File: config.mk
export PLATFORM = sky130hd
export DESIGN_NAME = video_mono_mode_sequencer
export DESIGN_NICKNAME = d
export VERILOG_FILES = /design/src/rtl/video_mono_mode_sequencer.sv
export SDC_FILE = /design/constraint.sdc
export NUM_CORES = 1
export LEC_CHECK = 0
export BUFFER_PORTS_ARGS = -buffer_cell sky130_fd_sc_hd__buf_2
export CAP_MARGIN = 20
export CORE_UTILIZATION = 50
export DETAILED_ROUTE_END_ITERATION = 7
export GPL_ROUTABILITY_DRIVEN = 0
export GPL_TIMING_DRIVEN = 0
export PLACE_DENSITY = 0.7
export SKIP_LAST_GASP = 1
export SYNTH_ARGS = -nofsm -noshare
export SYNTH_HDL_FRONTEND = slang
export SYNTH_SLANG_ARGS = --single-unit
File: constraint.sdc
create_clock -name clk_vid -period 1.65 [get_ports clk_vid]
set_clock_uncertainty 0.1 [all_clocks]
set_input_delay 0.0825 -clock clk_vid [delete_from_list [all_inputs] [get_ports clk_vid]]
set_output_delay 0.0825 -clock clk_vid [all_outputs]
set_load 0.03 [all_outputs]
File: src/rtl/video_mono_mode_sequencer.sv
// Mono/tint mode sequencer: applies gfx_mode changes only on a vblank rising edge,
// then holds the picture black for BLANK_FRAMES frames. Optional macro: MONO_AUTOCYCLE_EN.
//
// state   | meaning
// --------+-------------------------------------------------------
// IDLE    | no change in flight; waits for a stable pending request
// WAIT_VB | request armed; next vblank rise loads gfx_mode
// BLANK   | output forced black; counts frames down to re-enable
module video_mono_mode_sequencer #(
    parameter int unsigned BLANK_FRAMES = 2,
    parameter logic [2:0]  RESET_MODE   = 3'b000,
    parameter int unsigned AUTO_FRAMES  = 300
) (
    input  logic       clk_vid,
    input  logic       reset_n,
    input  logic       ce_pix,
    input  logic       vblank,
    input  logic [2:0] osd_mode,
    input  logic       cycle_req,
    output logic [2:0] gfx_mode,
    output logic       blank_out,
    output logic       mode_busy
);

    typedef enum logic [1:0] {
        ST_IDLE    = 2'd0,
        ST_WAIT_VB = 2'd1,
        ST_BLANK   = 2'd2
    } state_t;

    localparam logic [3:0] BLANK_LOAD = 4'(BLANK_FRAMES);

    if (BLANK_FRAMES > 15 || AUTO_FRAMES == 0) begin : g_param_check
        $error("video_mono_mode_sequencer: BLANK_FRAMES must be 0..15 and AUTO_FRAMES nonzero");
    end

    state_t     state_q, state_d;
    logic [2:0] osd_q, osd_d;
    logic [2:0] target_q, target_d;
    logic [2:0] gfx_d;
    logic       pending_q, pending_d;
    logic       blank_d;
    logic       vblank_q;
    logic [3:0] frame_cnt_q, frame_cnt_d;

    logic vb_rise;
    logic osd_chg;
    logic cyc_hit;
    logic auto_hit;
    logic req_any;

    assign vb_rise = ce_pix & vblank & ~vblank_q;
    assign osd_chg = ce_pix & (osd_mode != osd_q);
    assign cyc_hit = ce_pix & cycle_req & ~osd_chg;
    assign req_any = osd_chg | cyc_hit | auto_hit;

`ifdef MONO_AUTOCYCLE_EN
    localparam int AUTO_W = ($clog2(AUTO_FRAMES + 1) > 9) ? $clog2(AUTO_FRAMES + 1) : 9;
    localparam logic [AUTO_W-1:0] AUTO_LOAD = AUTO_W'(AUTO_FRAMES);

    logic [AUTO_W-1:0] auto_cnt_q;
    logic              auto_tc;

    // Down-counter of vblank rises; terminal count acts as the lowest-priority step request.
    assign auto_tc  = vb_rise & (auto_cnt_q == AUTO_W'(1));
    assign auto_hit = auto_tc & ~osd_chg & ~cyc_hit;

    always_ff @(posedge clk_vid or negedge reset_n) begin
        if (!reset_n) begin
            auto_cnt_q <= AUTO_LOAD;
        end else if (osd_chg || (ce_pix && cycle_req) || auto_tc) begin
            auto_cnt_q <= AUTO_LOAD;
        end else if (vb_rise && auto_cnt_q > AUTO_W'(1)) begin
            auto_cnt_q <= auto_cnt_q - AUTO_W'(1);
        end
    end
`else
    assign auto_hit = 1'b0;
`endif

    always_ff @(posedge clk_vid or negedge reset_n) begin
        if (!reset_n) begin
            state_q     <= ST_IDLE;
            osd_q       <= RESET_MODE;
            target_q    <= RESET_MODE;
            pending_q   <= 1'b0;
            vblank_q    <= 1'b0;
            frame_cnt_q <= 4'd0;
            gfx_mode    <= RESET_MODE;
            blank_out   <= 1'b0;
        end else begin
            state_q     <= state_d;
            osd_q       <= osd_d;
            target_q    <= target_d;
            pending_q   <= pending_d;
            frame_cnt_q <= frame_cnt_d;
            gfx_mode    <= gfx_d;
            blank_out   <= blank_d;
            if (ce_pix) begin
                vblank_q <= vblank;
            end
        end
    end

    always_comb begin
        state_d     = state_q;
        osd_d       = osd_q;
        target_d    = target_q;
        pending_d   = pending_q;
        frame_cnt_d = frame_cnt_q;
        gfx_d       = gfx_mode;
        blank_d     = blank_out;

        if (ce_pix) begin
            case (state_q)
                ST_IDLE: begin
                    // Arm only once the target has settled for a cycle.
                    if (pending_q && !req_any) begin
                        state_d = ST_WAIT_VB;
                    end
                end
                ST_WAIT_VB: begin
                    if (vb_rise) begin
                        gfx_d     = target_q;
                        pending_d = 1'b0;
                        if (BLANK_LOAD != 4'd0) begin
                            blank_d     = 1'b1;
                            frame_cnt_d = BLANK_LOAD;
                            state_d     = ST_BLANK;
                        end else begin
                            state_d = ST_IDLE;
                        end
                    end
                end
                ST_BLANK: begin
                    if (vb_rise) begin
                        frame_cnt_d = frame_cnt_q - 4'd1;
                        if (frame_cnt_q == 4'd1) begin
                            blank_d = 1'b0;
                            state_d = ST_IDLE;
                        end
                    end
                end
                default: state_d = ST_IDLE;
            endcase

            // Capture after the FSM so a same-cycle request re-sets pending.
            if (osd_chg) begin
                target_d  = osd_mode;
                osd_d     = osd_mode;
                pending_d = 1'b1;
            end else if (cyc_hit || auto_hit) begin
                target_d  = target_q + 3'd1;
                pending_d = 1'b1;
            end
        end
    end

    assign mode_busy = (state_q != ST_IDLE);

endmodule

==> results.py <==
metrics = {
    "clock_network": {
        "cts_max_level": 1,
        "cts-buffers-inserted": 3,
        "clkLatencyLatePin_ns": 0.30,
        "cts_root_buf": "clkbuf_4",
        "cts_max_path_buffers": 2,
        "cts.sinks": 18,
        "path_clk_slew_ns": 0.11,
        "cts_tree": "built",
    },
    "global_routing": {
        "groute.usage.overall_pct": 22.4,
        "grt_max_degree": 19,
        "grt-ovfl-total": 0,
        "grt_pass1_vias": 773,
        "grt_pass1_wl_um": 3440,
        "antenna_found_initial": 0,
    },
    "worst_setup_path": {
        "worst_path_max_delay_cell": "dfrtp_1",
        "crit_family": "flip-flops",
        "ff2ff_path_depth": 3,
        "cp-end-kind": "flip-flop",
        "endpoint": "target_q[2]",
        "r2r_end": "target_q[2]",
        "r2r_start": "osd_q[0]",
        "cp_max_fo": 7,
        "worst_ep_arrival_time_ns": 1.69,
        "cp_num_cells": 3,
        "start_kind": "flip-flop",
        "worstPathRequired_ns": 1.72,
        "worstSetupStartpoint": "osd_q[0]",
        "path_class": "flip-flop to flip-flop",
        "slowest_delay_ns": 0.44,
        "path_cells": "xor2_4 > o311a_1 > or4_1",
        "rrSetupSlack_ns": 0.03,
        "critPathBufInv": 0,
    },
    "routing": {
        "antenna_left": 0,
        "via_count": 830,
        "drcViolationCount": 0,
        "routed_wl_um": 2170,
        "routedWlPerCell_um": 15.2,
        "drtIter0Drc": 7,
        "dr.pass1.iters": 4,
        "viasPerCell": 5.80,
    },
    "yosys": {
        "synth_top_family_by_area": "simple AND/OR/NAND/NOR gates",
        "synth-seq-area-share_pct": 43.8,
        "syn-num-nets": 105,
        "synthFlopType": "dfrtp_1",
        "synth_area_um2": 1030,
        "synth.distinct_cells": 37,
        "yosysMostFrequentCell": "dfrtp_1",
        "synth_simple_gate_area_share_pct": 18.1,
        "syn_avg_cell_area_um2": 10.9,
        "synth_common_cells": "dfrtp_1 (18), inv_1 (8), mux2_2 (7)",
        "synth_xor_area_share_pct": 4.75,
        "synth_top_area_share_pct": 43.8,
        "synth_compound_area_share_pct": 16.4,
        "synth_top_area_cell": "dfrtp_1",
        "synth_edf_count": 0,
        "ys_warn_count": 0,
        "synth_cells": 94,
        "postSynth.asyncResetShare_pct": 100,
        "synthMuxAreaShare_pct": 8.65,
        "ys_ff_latch": 18,
        "synth_area_leaders": "dfrtp_1 (44%), mux2_2 (7.7%), xor2_2 (4.8%)",
        "synthAdderAreaFrac_pct": 3.65,
    },
    "place": {
        "hpwl_um": 1420,
        "portBuffers": 11,
    },
    "layout": {
        "drive_gt1_share_pct": 30.2,
        "num_antenna_cells": 0,
        "final_nets": 128,
        "final_util_pct": 66.2,
        "area_growth_pct": 25.2,
    },
    "hold_path": {
        "hold_class": "input port to flip-flop",
    },
    "floorplan": {
        "initial_utilization_pct": 52.9,
        "core_um2": 1940,
        "num_rows": 16,
        "io_pins": 13,
        "die_w_um": 47.3,
        "die_height_um": 47.3,
        "die_area_um2": 2240,
    },
    "job": {
        "maxCapViolCount": 0,
    },
    "sta": {
        "finalSetupViolations": 0,
        "finalHoldViolations": 0,
        "fmax_ghz": 0.617,
        "drv_slew": 0,
        "layout_min_cycle_time_ns": 1.62,
        "slew_headroom_pct": 65.8,
        "tightest_slew_ns": 0.513,
        "fin_crit_sh_pct": 98.2,
    },
    "pwr": {
        "power_density_nw_per_um2": 1400,
        "peakVddDrop_v": 0.000843,
        "total_power_w": 0.00180,
        "p_leak_nw": 0.567,
    },
    "status": {
        "status": "completed",
    },
}
worst min-delay path: stages:
cell,delay [ns]
buf_2,0.14
nand4b_1,0.12
o21ai_0,0.06
worst min-delay path by stage:
stage                          from    endpoint  slack, ns  depth (start not counted)
after detailed placement    reset_n   blank_out      -0.06                          1
after global placement      reset_n   blank_out      -0.06                          1
after global routing      cycle_req  state_q[0]       0.05                          3
after CTS                 cycle_req  state_q[0]       0.02                          3
after floorplan             reset_n   blank_out      -0.31                          0
final                     cycle_req  state_q[0]       0.05                          3
sequential cells by signal, indices dropped and copies added (netlist names):
register	flops
blank_out	1
frame_cnt_q	4
gfx_mode	3
osd_q	3
pending_q	1
state_q	2
target_q	3
vblank_q	1
logic make-up after synthesis:
logic type / after synthesis
buffers and inverters: 12
AO/OA/AOI/OAI: 23
flip-flops: 18
AND/OR/NAND/NOR: 27
multiplexers: 8
adder cells (fa/ha/maj): 3
XOR/XNOR: 3
layout make-up:
type,count,area [µm²]
fillers,172,656
multi-input cells,64,587
flip-flops and latches,18,450
repair buffers,18,130
clock buffers,4,36.3
well taps,27,33.8
inverters,8,30.0
plain buffers,4,18.8
metal layers:
metal | vias to the layer above | global-route usage, % | part of all wire [%]
li1 | 397 | - | -
met3 | 6 | 4.62 | 2.3
met4 | 0 | 8.57 | 2.1
met2 | 21 | 39.5 | 54
met1 | 406 | 26.4 | 42
met5 | - | 0 | 0
where the power goes:
| group | switching, W | internal [W] |
|---|---|---|
| Sequential | 0.000134 | 0.000584 |
| Combinational | 0.000469 | 0.000337 |
| Clock | 0.000140 | 0.000135 |
cells in the final DEF, fill, tap and decap left out, types with 2 or more instances in the layout:
cell / n
dfrtp_1: 18
buf_2: 10
inv_1: 8
mux2_2: 7
nor2b_1: 5
o21ai_0: 5
nor4_1: 5
a31oi_1: 4
buf_4: 4
xor2_4: 3
ha_1: 3
clkbuf_4: 3
dlygate4sd3_1: 3
clkbuf_2: 2
and3b_1: 2
nand3b_1: 2
nand2b_1: 2
o22ai_1: 2
nand4b_1: 2
dlymetal6s4s_1: 2
metrics by stage:
stage	area (µm²)	hold WS (ns)	std cells	setup TNS, ns	setup slack [ns]
floorplan	1030	-0.313	94	0	0.137
global placement	1120	-0.0624	132	0	0.0522
detailed placement	1120	-0.0568	132	0	0.0471
CTS	1200	0.0231	141	0	0.0168
global route	1290	0.0495	143	-0.00926	-0.00409
finish	1290	0.0474	143	0	0.0297
repair_timing:
item | 4_1_cts | 5_1_grt
setup buffers | 0 | 4
endpoints found under the hold margin | 22 | 0
gates resized for setup | 1 | 11
pin swaps | 0 | 1
hold buffers | 5 | 0
endpoints found under the setup margin | 1 | 8
Note: power is estimated with default switching activity, not from simulation.
